[src/rtl/pipe_datapath_if.sv]
// Decode-field / result bundle between the external controller (master) and pipe_datapath (slave).
interface pipe_datapath_if #(
  parameter int WIDTH = 16,
  parameter int NREG  = 8,
  parameter int IMMW  = 8,
  parameter int PCW   = 16
);
  localparam int RW = $clog2(NREG);

  logic             stall;
  logic             validD;
  logic [RW-1:0]    raD, rbD, rdD;
  logic [IMMW-1:0]  immD;
  logic             alusrcD;
  logic [3:0]       aluctlD;
  logic             regwriteD;
  logic [1:0]       brtypeD;
  logic [PCW-1:0]   pc;
  logic             redirect;
  logic [WIDTH-1:0] aluoutE;
  logic             S, Z, C, V;
  logic             wbvalid;
  logic [RW-1:0]    wbaddr;
  logic [WIDTH-1:0] wbdata;

  modport master (
    output stall, validD, raD, rbD, rdD, immD, alusrcD, aluctlD, regwriteD, brtypeD,
    input  pc, redirect, aluoutE, S, Z, C, V, wbvalid, wbaddr, wbdata
  );

  modport slave (
    input  stall, validD, raD, rbD, rdD, immD, alusrcD, aluctlD, regwriteD, brtypeD,
    output pc, redirect, aluoutE, S, Z, C, V, wbvalid, wbaddr, wbdata
  );
endinterface

[src/rtl/pipe_datapath.sv]
// Three-stage (decode/execute/writeback) datapath: regfile with write-through,
// WB->EX forwarding, ALU with registered SZCV flags, branch redirect with one-slot flush.
module pipe_datapath #(
  parameter int WIDTH = 16,
  parameter int NREG  = 8,
  parameter int IMMW  = 8,
  parameter int PCW   = 16
) (
  input  logic           clk,
  input  logic           reset,
  pipe_datapath_if.slave bus
);
  localparam int RW  = $clog2(NREG);
  localparam int SHW = $clog2(WIDTH);
  localparam int MSB = WIDTH - 1;

  localparam logic [3:0] OP_ADD = 4'd0, OP_SUB = 4'd1, OP_AND = 4'd2, OP_OR  = 4'd3,
                         OP_XOR = 4'd4, OP_SLL = 4'd5, OP_SRL = 4'd6, OP_SRA = 4'd7,
                         OP_MOV = 4'd8;

  typedef struct packed {
    logic             valid;
    logic [PCW-1:0]   pc;
    logic [WIDTH-1:0] a;
    logic [WIDTH-1:0] b;
    logic [IMMW-1:0]  imm;
    logic [RW-1:0]    ra;
    logic [RW-1:0]    rb;
    logic [RW-1:0]    rd;
    logic             alusrc;
    logic [3:0]       aluctl;
    logic             regwrite;
    logic [1:0]       brtype;
  } idEx_t;

  typedef struct packed {
    logic             valid;
    logic             regwrite;
    logic [RW-1:0]    rd;
    logic [WIDTH-1:0] data;
  } exWb_t;

  idEx_t                      idEx;
  exWb_t                      exWb;
  logic [NREG-1:0][WIDTH-1:0] rf;
  logic [PCW-1:0]             pc;
  logic                       flgS, flgZ, flgC, flgV;

  logic             wbValid, issue, taken, redirect, flagOp, cOut, vOut;
  logic [WIDTH-1:0] rdA, rdB, srcA, fwdB, srcB, immE, aluOut;
  logic [WIDTH:0]   ext;
  logic [SHW-1:0]   sh;
  logic [PCW-1:0]   target;

  assign wbValid = exWb.valid & exWb.regwrite;

  // Decode read: a same-cycle WB write to the address wins over the array
  assign rdA   = (wbValid && exWb.rd == bus.raD) ? exWb.data : rf[bus.raD];
  assign rdB   = (wbValid && exWb.rd == bus.rbD) ? exWb.data : rf[bus.rbD];
  assign issue = bus.validD & ~bus.stall & ~redirect;

  always_ff @(posedge clk or negedge reset) begin
    if (!reset) idEx <= '0;
    else begin
      idEx.valid <= issue;
      if (issue) begin
        idEx.pc       <= pc;
        idEx.a        <= rdA;
        idEx.b        <= rdB;
        idEx.imm      <= bus.immD;
        idEx.ra       <= bus.raD;
        idEx.rb       <= bus.rbD;
        idEx.rd       <= bus.rdD;
        idEx.alusrc   <= bus.alusrcD;
        idEx.aluctl   <= bus.aluctlD;
        idEx.regwrite <= bus.regwriteD;
        idEx.brtype   <= bus.brtypeD;
      end
    end
  end

  // EX operands: the instruction in WB is one older and may not be in the ID/EX copy yet
  assign immE = WIDTH'($signed(idEx.imm));
  assign srcA = (wbValid && exWb.rd == idEx.ra) ? exWb.data : idEx.a;
  assign fwdB = (wbValid && exWb.rd == idEx.rb) ? exWb.data : idEx.b;
  assign srcB = idEx.alusrc ? immE : fwdB;
  assign sh   = srcB[SHW-1:0];

  always_comb begin
    ext    = '0;
    aluOut = '0;
    cOut   = 1'b0;
    vOut   = 1'b0;
    flagOp = 1'b1;
    case (idEx.aluctl)
      OP_ADD: begin
        ext    = {1'b0, srcA} + {1'b0, srcB};
        aluOut = ext[MSB:0];
        cOut   = ext[WIDTH];
        vOut   = (srcA[MSB] == srcB[MSB]) && (aluOut[MSB] != srcA[MSB]);
      end
      OP_SUB: begin
        ext    = {1'b0, srcA} + {1'b0, ~srcB} + (WIDTH+1)'(1);
        aluOut = ext[MSB:0];
        cOut   = ext[WIDTH];
        vOut   = (srcA[MSB] != srcB[MSB]) && (aluOut[MSB] != srcA[MSB]);
      end
      OP_AND: aluOut = srcA & srcB;
      OP_OR:  aluOut = srcA | srcB;
      OP_XOR: aluOut = srcA ^ srcB;
      // Shifts run one bit wider so the last bit shifted out lands in the spare bit
      OP_SLL: begin
        ext    = {1'b0, srcA} << sh;
        aluOut = ext[MSB:0];
        cOut   = ext[WIDTH];
      end
      OP_SRL: begin
        ext    = {srcA, 1'b0} >> sh;
        aluOut = ext[WIDTH:1];
        cOut   = ext[0];
      end
      OP_SRA: begin
        ext    = $signed({srcA, 1'b0}) >>> sh;
        aluOut = ext[WIDTH:1];
        cOut   = ext[0];
      end
      OP_MOV: aluOut = srcB;
      default: flagOp = 1'b0;
    endcase
  end

  always_comb begin
    taken = 1'b0;
    case (idEx.brtype)
      2'd1:    taken = 1'b1;
      2'd2:    taken = flgZ;
      2'd3:    taken = flgS;
      default: taken = 1'b0;
    endcase
  end

  assign redirect = idEx.valid & taken;
  assign target   = idEx.pc + PCW'(1) + PCW'($signed(idEx.imm));

  always_ff @(posedge clk or negedge reset) begin
    if (!reset)             pc <= '0;
    else if (redirect)      pc <= target;
    else if (!bus.stall)    pc <= pc + PCW'(1);
  end

  always_ff @(posedge clk or negedge reset) begin
    if (!reset) {flgS, flgZ, flgC, flgV} <= '0;
    else if (idEx.valid && flagOp && idEx.brtype == 2'd0)
      {flgS, flgZ, flgC, flgV} <= {aluOut[MSB], aluOut == '0, cOut, vOut};
  end

  always_ff @(posedge clk or negedge reset) begin
    if (!reset) exWb <= '0;
    else begin
      exWb.valid    <= idEx.valid;
      exWb.regwrite <= idEx.regwrite;
      exWb.rd       <= idEx.rd;
      exWb.data     <= aluOut;
    end
  end

  always_ff @(posedge clk or negedge reset) begin
    if (!reset)       rf <= '0;
    else if (wbValid) rf[exWb.rd] <= exWb.data;
  end

  assign bus.pc       = pc;
  assign bus.redirect = redirect;
  assign bus.aluoutE  = aluOut;
  assign bus.S        = flgS;
  assign bus.Z        = flgZ;
  assign bus.C        = flgC;
  assign bus.V        = flgV;
  assign bus.wbvalid  = wbValid;
  assign bus.wbaddr   = exWb.rd;
  assign bus.wbdata   = exWb.data;
endmodule

[src/flat_wrapper.sv]
// flat-port wrapper written by rule: the top's interface ports become plain ports
module pipe_datapath_flat 
#(
  parameter int WIDTH = 16,
  parameter int NREG  = 8,
  parameter int IMMW  = 8,
  parameter int PCW   = 16
)
  (clk, reset, bus_stall, bus_validD, bus_raD, bus_rbD, bus_rdD, bus_immD, bus_alusrcD, bus_aluctlD, bus_regwriteD, bus_brtypeD, bus_pc, bus_redirect, bus_aluoutE, bus_S, bus_Z, bus_C, bus_V, bus_wbvalid, bus_wbaddr, bus_wbdata);
  pipe_datapath_if #(.WIDTH(WIDTH), .NREG(NREG), .IMMW(IMMW), .PCW(PCW)) bus_i ();
  input  logic clk;
  input  logic reset;
  input wire logic [$bits(bus_i.stall)-1:0] bus_stall;
  input wire logic [$bits(bus_i.validD)-1:0] bus_validD;
  input wire logic [$bits(bus_i.raD)-1:0] bus_raD;
  input wire logic [$bits(bus_i.rbD)-1:0] bus_rbD;
  input wire logic [$bits(bus_i.rdD)-1:0] bus_rdD;
  input wire logic [$bits(bus_i.immD)-1:0] bus_immD;
  input wire logic [$bits(bus_i.alusrcD)-1:0] bus_alusrcD;
  input wire logic [$bits(bus_i.aluctlD)-1:0] bus_aluctlD;
  input wire logic [$bits(bus_i.regwriteD)-1:0] bus_regwriteD;
  input wire logic [$bits(bus_i.brtypeD)-1:0] bus_brtypeD;
  output wire logic [$bits(bus_i.pc)-1:0] bus_pc;
  output wire logic [$bits(bus_i.redirect)-1:0] bus_redirect;
  output wire logic [$bits(bus_i.aluoutE)-1:0] bus_aluoutE;
  output wire logic [$bits(bus_i.S)-1:0] bus_S;
  output wire logic [$bits(bus_i.Z)-1:0] bus_Z;
  output wire logic [$bits(bus_i.C)-1:0] bus_C;
  output wire logic [$bits(bus_i.V)-1:0] bus_V;
  output wire logic [$bits(bus_i.wbvalid)-1:0] bus_wbvalid;
  output wire logic [$bits(bus_i.wbaddr)-1:0] bus_wbaddr;
  output wire logic [$bits(bus_i.wbdata)-1:0] bus_wbdata;
  assign bus_i.stall = bus_stall;
  assign bus_i.validD = bus_validD;
  assign bus_i.raD = bus_raD;
  assign bus_i.rbD = bus_rbD;
  assign bus_i.rdD = bus_rdD;
  assign bus_i.immD = bus_immD;
  assign bus_i.alusrcD = bus_alusrcD;
  assign bus_i.aluctlD = bus_aluctlD;
  assign bus_i.regwriteD = bus_regwriteD;
  assign bus_i.brtypeD = bus_brtypeD;
  assign bus_pc = bus_i.pc;
  assign bus_redirect = bus_i.redirect;
  assign bus_aluoutE = bus_i.aluoutE;
  assign bus_S = bus_i.S;
  assign bus_Z = bus_i.Z;
  assign bus_C = bus_i.C;
  assign bus_V = bus_i.V;
  assign bus_wbvalid = bus_i.wbvalid;
  assign bus_wbaddr = bus_i.wbaddr;
  assign bus_wbdata = bus_i.wbdata;
  pipe_datapath #(.WIDTH(WIDTH), .NREG(NREG), .IMMW(IMMW), .PCW(PCW)) u_core (.clk(clk), .reset(reset), .bus(bus_i));
endmodule
[config.mk]
export PLATFORM = sky130hd
export DESIGN_NAME = pipe_datapath_flat
export DESIGN_NICKNAME = d
export VERILOG_FILES = /design/src/rtl/pipe_datapath_if.sv /design/src/rtl/pipe_datapath.sv /design/src/flat_wrapper.sv
export SDC_FILE = /design/constraint.sdc
export NUM_CORES = 1
export LEC_CHECK = 0
export ABC_CLOCK_PERIOD_IN_PS = 17510
export CAP_MARGIN = 20
export CORE_ASPECT_RATIO = 1.75
export CORE_UTILIZATION = 55
export DETAILED_ROUTE_END_ITERATION = 7
export PLACE_DENSITY = 0.74
export SLEW_MARGIN = 30
export SYNTH_ARGS = -nofsm -noshare
export SYNTH_HDL_FRONTEND = slang
export SYNTH_SLANG_ARGS = --single-unit
[constraint.sdc]
create_clock -name clk -period 17.51 [get_ports clk]
set_input_delay 3.502 -clock clk [delete_from_list [all_inputs] [get_ports clk]]
set_output_delay 3.502 -clock clk [all_outputs]
set_load 0.005 [all_outputs]
==> results.json, run 1 <==
{
  "outcome": "complete, no violations",
  "post_cts_resized": 0,
  "max_stage_delay_ns": 0.57,
  "placed_area_mm2": 0.0184,
  "worstPathCellList": "xor2_4 -> nor4_2 -> buf_4 -> a211o_1 -> buf_4 -> inv_2 -> ha_1 -> a211oi_1 -> o31ai_1 -> a211oi_1 -> a21oi_1 -> a31o_2 -> a21o_1 -> a21oi_1 -> a2111oi_0 -> a211o_1 -> o211ai_1 -> clkdlybuf4s50_1",
  "n_antenna_cell": 0,
  "worstSetupEndpoint": "bus_aluoutE[15]",
  "critPathKind": "reg2out",
  "drtIter0Drc": 941,
  "setup_ws_ns": 7.62,
  "hold_viol_final": 0,
  "ir_drop_mv": 0.127,
  "dieHeight_um": 238,
  "clock_skew_ns": 0.0167,
  "clock_path_buffers": 3,
  "clk_pin_slew_ns": 0.06,
  "viasPerCell": 6.57,
  "crit_arrival_ns": 6.38,
  "slew_headroom": 0.332,
  "tns_ns": 0,
  "cts_buffers": 25,
  "nets": 1955,
  "syn-cell-area_mm2": 0.0175,
  "cts_setup_buffers": 0,
  "grt_first_pass_wirelength_um": 89200,
  "cts.sinks": 243,
  "vias": 14937,
  "start_util": 0.556,
  "endpoint_kind": "primary output",
  "maxCapViolations": 0,
  "min_path_type": "reg2reg",
  "async_flop_share": 1.00,
  "placed_cells": 2227,
  "power.total_mw": 2.97,
  "yosysWarningCount": 0,
  "path_depth": 18,
  "postSynthCellCount": 1866,
  "grt_pass1_vias": 15143,
  "ff2ff_path_depth": 17,
  "synth_edf_count": 0,
  "dieWidth_um": 137,
  "portBuffers": 85,
  "period_needed_ns": 9.89,
  "cpMaxStageDelayCell": "clkdlybuf4s50_1",
  "tightest_slew_ns": 1.00,
  "setup_viol": 0,
  "rsz0062_at_grt": "false",
  "fmax_mhz": 101,
  "crit_buf_inv": 4,
  "overflow": 0,
  "synth.avg_cell_area_um2": 9.36,
  "regToRegEndpoint": "u_core.bus.Z",
  "crit_family": "compound AO/OA/AOI/OAI gates",
  "h-tree-depth": 1,
  "drc": 0,
  "fin_area_mm2": 0.0194,
  "worstPathMaxFanout": 43,
  "finalWeightedCongestion": 1.01,
  "hpwlAfterDp_um": 42200,
  "syn2layout_area_growth_pct": 10.9,
  "antenna_found_initial": 0,
  "slew_violations": 0,
  "r2r_slack_ns": 11.56,
  "worstPathRequired_ns": 14.01,
  "coreArea_mm2": 0.0314,
  "ys_types": 91,
  "drive_gt1_frac": 0.173,
  "synth_ff_type": "dfrtp_1",
  "wl_per_cell_um": 25.7,
  "rr_startpoint": "u_core.bus.wbaddr[2]",
  "hold_buffers": 0,
  "cp-start-kind": "flop",
  "total_leakage_power_nw": 8.59,
  "post-place-ws_ns": 8.31,
  "final.period_utilization": 0.565,
  "cts_root_buffer": "clkbuf_16",
  "grt_max_degree": 113,
  "cts_tree": "done",
  "clk-insertion-delay-late_ns": 0.55,
  "synth_nets": 1963,
  "power_per_cell_area_mw_per_mm2": 153,
  "antenna_left": 0,
  "wirelength_um": 58400,
  "stdcell_count": 2273,
  "crit_path_start": "u_core.bus.wbaddr[2]",
  "top_level_ports": 86,
  "grt_use_total": 0.370,
  "ys_ff_latch": 243,
  "firstDrtPassIters": 7,
  "ys_seq_area_frac": 0.348,
  "die_area_mm2": 0.0325,
  "rows": 86
}
placed cells by master (no fill, tap or decap), drive strengths merged, types with 6 or more instances in the layout:
cell type	n
and3	8
xnor2	22
nand3	26
clkinv	7
o21a	7
ha	65
o31ai	9
or3	14
dfrtp	243
mux4	64
nor3	35
o311ai	8
o211ai	23
nand2b	14
nand2	269
a22oi	8
mux2	135
o21ai	129
clkbuf	34
nand4	6
o41ai	7
a222oi	6
mux2i	71
or4	6
o2111ai	10
a211oi	19
xor2	19
a21oi	114
a21o	15
o22ai	10
nor2	152
clkdlybuf4s50	82
a211o	7
a31oi	14
bufinv	6
buf	42
a221oi	7
nor4	13
inv	69
nor2b	8
layout make-up:
cell class	instances	area, µm²
Multi-Input combinational cell	1394	10400
Tap cell	396	495
Sequential cell	243	6080
Fill cell	2670	12000
Inverter	70	268
Clock buffer	34	729
Clock inverter	12	225
Timing Repair Buffer	124	1150
stage by stage:
stage                     hold slack [ns]   util
final                               0.408  0.617
after global routing                0.419  0.617
after CTS                           0.416  0.616
after detailed placement            0.402  0.586
after global placement              0.409  0.586
after floorplan                     0.354      -
flip-flops by register name, indices dropped and copies added, names as in the netlist:
register / cells
u_core.bus.V: 1
u_core.bus.Z: 1
u_core.bus.wbaddr: 3
u_core.rf: 128
u_core.exWb: 2
u_core.bus.C: 1
u_core.bus.S: 1
u_core.idEx: 74
u_core.bus.wbdata: 16
u_core.bus.pc: 16
worst min path at each step:
stage | depth (start not counted) | start | slack [ns] | to
floorplan | 0 | u_core.idEx[8] | 0.35 | u_core.bus.wbaddr[0]
global placement | 0 | u_core.idEx[8] | 0.41 | u_core.bus.wbaddr[0]
detailed placement | 0 | u_core.idEx[8] | 0.40 | u_core.bus.wbaddr[0]
CTS | 0 | u_core.idEx[8] | 0.42 | u_core.bus.wbaddr[0]
global route | 0 | u_core.idEx[8] | 0.42 | u_core.bus.wbaddr[0]
finish | 0 | u_core.idEx[8] | 0.41 | u_core.bus.wbaddr[0]
cells by family after synthesis:
kind of cell	after synthesis	synth area share
adder cells (fa/ha/maj)	68	0.0500
XOR/XNOR	41	0.0225
AND/OR/NAND/NOR	569	0.143
flip-flops	243	0.348
AO/OA/AOI/OAI	446	0.169
multiplexers	270	0.210
buffers and inverters	229	0.0574
synthesized netlist by cell type, types with 8 or more instances:
cell type | n | area share
mux2i_1 | 70 | 0.040
a211oi_1 | 19 | 0.0082
nor2_1 | 152 | 0.033
clkbuf_1 | 103 | 0.022
buf_2 | 11 | 0.0032
xor2_1 | 16 | 0.0080
nand3_1 | 26 | 0.0075
nand2b_1 | 14 | 0.0050
o21ai_0 | 126 | 0.036
o31ai_1 | 9 | 0.0039
buf_1 | 19 | 0.0041
buf_4 | 20 | 0.0086
and3_1 | 8 | 0.0029
a31oi_1 | 14 | 0.0050
o2111ai_1 | 10 | 0.0050
nor3_1 | 35 | 0.010
or3_1 | 14 | 0.0050
nor4_1 | 11 | 0.0039
mux4_2 | 64 | 0.083
ha_1 | 65 | 0.047
o22ai_1 | 10 | 0.0036
a21oi_1 | 113 | 0.032
a21o_1 | 15 | 0.0064
o211ai_1 | 20 | 0.0086
a22oi_1 | 8 | 0.0034
dfrtp_1 | 243 | 0.35
inv_1 | 63 | 0.014
xnor2_1 | 22 | 0.011
nand2_1 | 269 | 0.058
mux2_2 | 135 | 0.087
nor2b_1 | 8 | 0.0029
routing by layer:
metal	vias to the layer above	routed length (µm)	global-route usage
met4	0	5290	0.301
met2	614	28900	0.615
met5	-	0	0
met1	7358	20700	0.413
met3	245	3460	0.0582
li1	6720	-	-
worst register-to-register path, cell delays in order (launching register included):
cell and delay (ns):
dfrtp_1 0.55, xor2_4 0.29, nor4_2 0.29, buf_4 0.24, a211o_1 0.16, buf_4 0.44, inv_2 0.46, ha_1 0.39
a211oi_1 0.32, o31ai_1 0.18, a211oi_1 0.43, a21oi_1 0.21, a221oi_1 0.44, o211ai_1 0.16, buf_4 0.19, nor3_1 0.61
nand4b_1 0.26, o41ai_2 0.24
power by group:
group / internal, mW / leakage, nW / switching [mW] / total (mW)
Combinational: 0.609 / 4.92 / 0.788 / 1.40
Sequential: 0.735 / 3.20 / 0.223 / 0.958
Clock: 0.381 / 0.471 / 0.234 / 0.615
(Power assumes the default switching activity.)
==> run 2: changes to the inputs <==
- ABC_CLOCK_PERIOD_IN_PS: 17510 -> 10200
- clock period: 17.51 -> 10.2 ns (I/O delays scaled with it)
==> run 2 against run 1 <==
  * First-iteration DRC count grew 29%
  * Clock power grew 52%
  * Routed wire length shrank 0.41%
  * Sequential power rose by 73%
  * Clock skew fell by 0.00052 ns
  * Power increased by 68%
  * Largest power group unchanged
==> results.json, run 2 (synthesized netlist as in run 1, its figures left out) <==
{
  "top_level_ports": 86,
  "portBuffers": 85,
  "h-tree-depth": 1,
  "dieWidth_um": 137,
  "drive_gt1_frac": 0.171,
  "multi_input_area_mm2": 0.0104,
  "slew_headroom": 0.338,
  "fin_area_mm2": 0.0193,
  "grt_pass1_vias": 15006,
  "wirelength_um": 58200,
  "tightest_slew_ns": 0.986,
  "grt_use_total": 0.368,
  "crit_arrival_ns": 6.18,
  "top_register": "u_core.rf",
  "clk-insertion-delay-late_ns": 0.55,
  "fillerInstances": 2675,
  "viasPerCell": 6.56,
  "power_per_cell_area_mw_per_mm2": 259,
  "vias": 14901,
  "cts_tree": "done",
  "reg_top3": "u_core.rf (128), u_core.idEx (74)",
  "worstSetupEndpoint": "bus_aluoutE[15]",
  "min_path_type": "reg2reg",
  "placed_area_mm2": 0.0184,
  "fmax_mhz": 122,
  "start_util": 0.556,
  "maxCapViolations": 0,
  "grt_first_pass_wirelength_um": 89000,
  "dieHeight_um": 238,
  "clock_skew_ns": 0.0162,
  "most-common-layout-cells": "nand2_1 (269), dfrtp_1 (243), nor2_1 (152)",
  "antenna_left": 0,
  "final-seq-area_mm2": 0.00608,
  "drtIter0Drc": 1215,
  "cts.sinks": 243,
  "setup_viol": 0,
  "worstPathMaxFanout": 52,
  "post-place-ws_ns": 2.65,
  "syn2layout_area_growth_pct": 10.2,
  "fin_util": 0.613,
  "rsz0062_at_grt": "false",
  "hold_viol_final": 0,
  "stdcell_count": 2270,
  "cts_setup_buffers": 0,
  "cts_root_buffer": "clkbuf_16",
  "firstDrtPassIters": 7,
  "ir_drop_mv": 0.189,
  "clk_pin_slew_ns": 0.07,
  "layout_commonest_cell": "nand2_1",
  "rr_startpoint": "u_core.bus.wbaddr[2]",
  "overflow": 0,
  "nets": 1954,
  "setup_ws_ns": 1.98,
  "cts_buffers": 24,
  "critPathKind": "reg2out",
  "grt_max_degree": 154,
  "post_cts_resized": 0,
  "total_leakage_power_nw": 8.53,
  "slew_violations": 0,
  "largest_reg_flops": 128,
  "endpoint_kind": "primary output",
  "clock_path_buffers": 3,
  "die_area_mm2": 0.0325,
  "finalWeightedCongestion": 1.04,
  "outcome": "complete, no violations",
  "hpwlAfterDp_um": 41800,
  "regToRegEndpoint": "u_core.bus.Z",
  "crit_path_start": "u_core.bus.wbaddr[2]",
  "wl_per_cell_um": 25.6,
  "ff2ff_path_depth": 16,
  "hold_buffers": 0,
  "rows": 86,
  "antenna_found_initial": 0,
  "drc": 0,
  "worstPathRequired_ns": 8.16,
  "tns_ns": 0,
  "r2r_slack_ns": 4.32,
  "placed_cells": 2227,
  "coreArea_mm2": 0.0314,
  "period_needed_ns": 8.22,
  "final.period_utilization": 0.806,
  "n_antenna_cell": 0,
  "cp-start-kind": "flop"
}
run 2: through the flow:
stage / hold slack [ns] / power, mW
CTS: 0.418 / 4.96
detailed placement: 0.408 / 4.00
global route: 0.417 / 5.27
global placement: 0.414 / 3.94
finish: 0.412 / 4.99
floorplan: 0.354 / 3.12
run 2: layer usage:
| layer | global-route usage | part of all wire | wire length, µm |
|---|---|---|---|
| met1 | 0.422 | 0.36 | 21100 |
| met3 | 0.0503 | 0.056 | 3270 |
| met4 | 0.260 | 0.077 | 4500 |
| met2 | 0.623 | 0.50 | 29300 |
| met5 | 0 | 0 | 0 |
run 2: how the worst min path moves through the flow:
stage | slack (ns) | end | cells past startpoint | start
floorplan | 0.35 | u_core.bus.wbaddr[0] | 0 | u_core.idEx[8]
global placement | 0.41 | u_core.bus.wbaddr[0] | 0 | u_core.idEx[8]
detailed placement | 0.41 | u_core.bus.wbaddr[2] | 0 | u_core.idEx[10]
CTS | 0.42 | u_core.bus.wbaddr[2] | 0 | u_core.idEx[10]
global route | 0.42 | u_core.bus.wbaddr[2] | 0 | u_core.idEx[10]
finish | 0.41 | u_core.bus.wbaddr[2] | 0 | u_core.idEx[10]
run 2: area by class of cell:
type                    instances  area share
clock buffers                  34      0.0357
inverters                      70      0.0139
flip-flops and latches        243       0.316
well taps                     396      0.0257
repair buffers                124      0.0598
multi-input cells            1394       0.542
clock inverters                 9     0.00734
run 2: where the power goes:
part	internal, mW	total (mW)	switching (mW)
sequential	1.26	1.66	0.398
combinational	1.04	2.40	1.35
clock	0.549	0.935	0.386
run 2: worst max-delay path, stage by stage (launching register included):
cell and delay (ns):
dfrtp_1 0.56, xor2_4 0.29, o41ai_4 0.52, o211a_4 0.70, inv_6 0.32, ha_1 0.28, o21bai_1 0.17, and4_1 0.23
nor3_1 0.46, nor3_1 0.14, nor3_1 0.45, nor4_1 0.16, a211o_1 0.30, xnor2_1 0.13, o211ai_1 0.30, clkdlybuf4s50_1 0.57
==> run 3: changes to the inputs <==
- ABC_CLOCK_PERIOD_IN_PS: 10200 -> 8029
- clock period: 10.2 -> 8.03 ns (I/O delays scaled with it)
==> run 3 against run 2 <==
  * Sequential share of layout area down 0.061 points
  * The flow now finishes with violations (design-rule violations)
  * Worst setup slack lost 1.7 ns
  * Register-to-register slack worse by 2.1 ns
  * Die area is the same
==> results.json, run 3 (synthesized netlist as in run 1, its figures left out) <==
{
  "fmax_mhz": 129,
  "most-common-layout-cells": "nand2_1 (269), dfrtp_1 (241), nor2_1 (152)",
  "reg_top3": "u_core.rf (128), u_core.idEx (74)",
  "power_frac_comb": 0.490,
  "wl_per_cell_um": 26.0,
  "tns_ns": 0,
  "die_area_mm2": 0.0325,
  "fillerInstances": 2691,
  "drive_gt1_frac": 0.175,
  "grt_max_degree": 155,
  "final.period_utilization": 0.969,
  "nets": 1962,
  "top_register": "u_core.rf",
  "power_switching_mw": 2.79,
  "total_leakage_power_nw": 8.55,
  "finalWeightedCongestion": 0.995,
  "largest_reg_flops": 128,
  "worstPathMaxFanout": 15,
  "firstDrtPassIters": 8,
  "grt_use_total": 0.376,
  "drc": 1,
  "slew_violations": 0,
  "power.total_mw": 6.41,
  "overflow": 0,
  "critPathKind": "reg2out",
  "maxCapViolations": 0,
  "ir_drop_mv": 0.279,
  "start_util": 0.556,
  "wl_met1_um": 20800,
  "endpoint_kind": "primary output",
  "coreArea_mm2": 0.0314,
  "min_path_type": "reg2reg",
  "vias": 15052,
  "post-place-ws_ns": 0.871,
  "clk_pin_slew_ns": 0.06,
  "hpwlAfterDp_um": 43100,
  "seqPwrFrac": 0.329,
  "portBuffers": 85,
  "grt_pass1_vias": 15219,
  "crit_arrival_ns": 6.17,
  "swShare": 0.436,
  "cts_buffers": 24,
  "grt_first_pass_wirelength_um": 90100,
  "hold_viol_final": 0,
  "intPower_mw": 3.61,
  "cts_tree": "done",
  "dieHeight_um": 238,
  "failed_checks": "design-rule violations",
  "clk-insertion-delay-late_ns": 0.57,
  "tightest_slew_ns": 1.01,
  "clock_skew_ns": 0.0247,
  "layout_commonest_cell": "nand2_1",
  "setup_ws_ns": 0.251,
  "hold_buffers": 0,
  "syn2layout_area_growth_pct": 10.5,
  "dieWidth_um": 137,
  "setup_viol": 0,
  "clkPwrFrac": 0.181,
  "cts_setup_buffers": 0,
  "power_per_cell_area_mw_per_mm2": 332,
  "top_level_ports": 86,
  "wirelength_um": 59200,
  "wl_met3_um": 3490,
  "h-tree-depth": 1,
  "slew_headroom": 0.329,
  "cts.sinks": 243,
  "period_needed_ns": 7.78,
  "clock_path_buffers": 3,
  "worstPathRequired_ns": 6.42,
  "outcome": "finished with violations",
  "drtIter0Drc": 1030,
  "viasPerCell": 6.61,
  "cts_root_buffer": "clkbuf_16",
  "cp-start-kind": "flop",
  "r2r_slack_ns": 2.23,
  "rows": 86,
  "dr_wl_met2_um": 29900,
  "rsz0062_at_grt": "false",
  "antenna_left": 0,
  "antenna_found_initial": 1,
  "highest_layer": "met4"
}
-- run 3: cell count changes in the layout (fill, tap and decap cells not counted), sizes merged --
cell,previous run,this run
buf,42,50
clkbuf,34,36
clkinv,8,6
bufinv,3,2
clkinvlp,0,1
diode,0,1
inv,68,67
-- run 3: worst paths after layout --
kind                                 startpoint                    to  cells past startpoint
setup / recovery           u_core.bus.wbaddr[0]       bus_aluoutE[15]                     16
hold / removal                   u_core.idEx[9]  u_core.bus.wbaddr[1]                      0
setup reg to reg           u_core.bus.wbaddr[0]          u_core.bus.Z                     16
hold reg to reg                  u_core.idEx[9]  u_core.bus.wbaddr[1]                      0
max in group asynchronous                 reset         u_core.rf[81]                      2
min in group asynchronous                 reset      u_core.bus.pc[9]                      1
-- run 3: routing by layer --
metal / track usage / up-vias
li1: - / 6755
met4: 0.286 / 0
met2: 0.643 / 640
met5: 0 / -
met1: 0.410 / 7424
met3: 0.0606 / 233
-- run 3: cell type report --
type / count / area (µm²) / share of cell area
diodes: 1 / 2.50 / 0.000130
clock buffers: 36 / 696 / 0.0360
clock inverters: 6 / 97.6 / 0.00506
inverters: 70 / 268 / 0.0139
multi-input cells: 1394 / 10400 / 0.541
flip-flops and latches: 243 / 6080 / 0.315
well taps: 396 / 495 / 0.0257
repair buffers: 132 / 1210 / 0.0628
-- run 3: timing repair --
item                       in CTS  in global routing
setup endpoints to repair       0                  1
resized for setup               0                  3
hold endpoints to repair        0                  0
-- run 3: power by group through the flow --
stage	Clock (mW)	Sequential, mW	Combinational [mW]
4_1_cts	1.17	2.08	3.09
6_report	1.16	2.11	3.14
3_5_place_dp	0	2.10	3.07
5_1_grt	1.22	2.15	3.38
3_3_place_gp	0	2.07	3.04
2_1_floorplan	0	1.85	2.11
-- run 3: critical path, cell delays in order (launching register included) --
cell,delay (ns)
dfrtp_1,0.63
xor2_1,0.20
or4_1,0.77
buf_4,0.31
mux2_2,0.35
ha_1,0.45
o31ai_1,0.38
a211oi_1,0.13
buf_4,0.17
a21oi_1,0.38
a31o_2,0.25
a21o_1,0.15
a21oi_1,0.11
a2111oi_0,0.41
a211o_1,0.17
o211ai_1,0.20
clkdlybuf4s50_1,0.53
-- run 3: through the flow --
| stage | std cells | cell area [µm²] | utilization | hold slack, ns |
|---|---|---|---|---|
| detailed placement | 2235 | 18500 | 0.589 | 0.402 |
| floorplan | 1866 | 17500 | - | 0.354 |
| CTS | 2277 | 19300 | 0.614 | 0.411 |
| global placement | 2235 | 18500 | 0.588 | 0.387 |
| global route | 2277 | 19300 | 0.614 | 0.420 |
| finish | 2278 | 19300 | 0.614 | 0.412 |
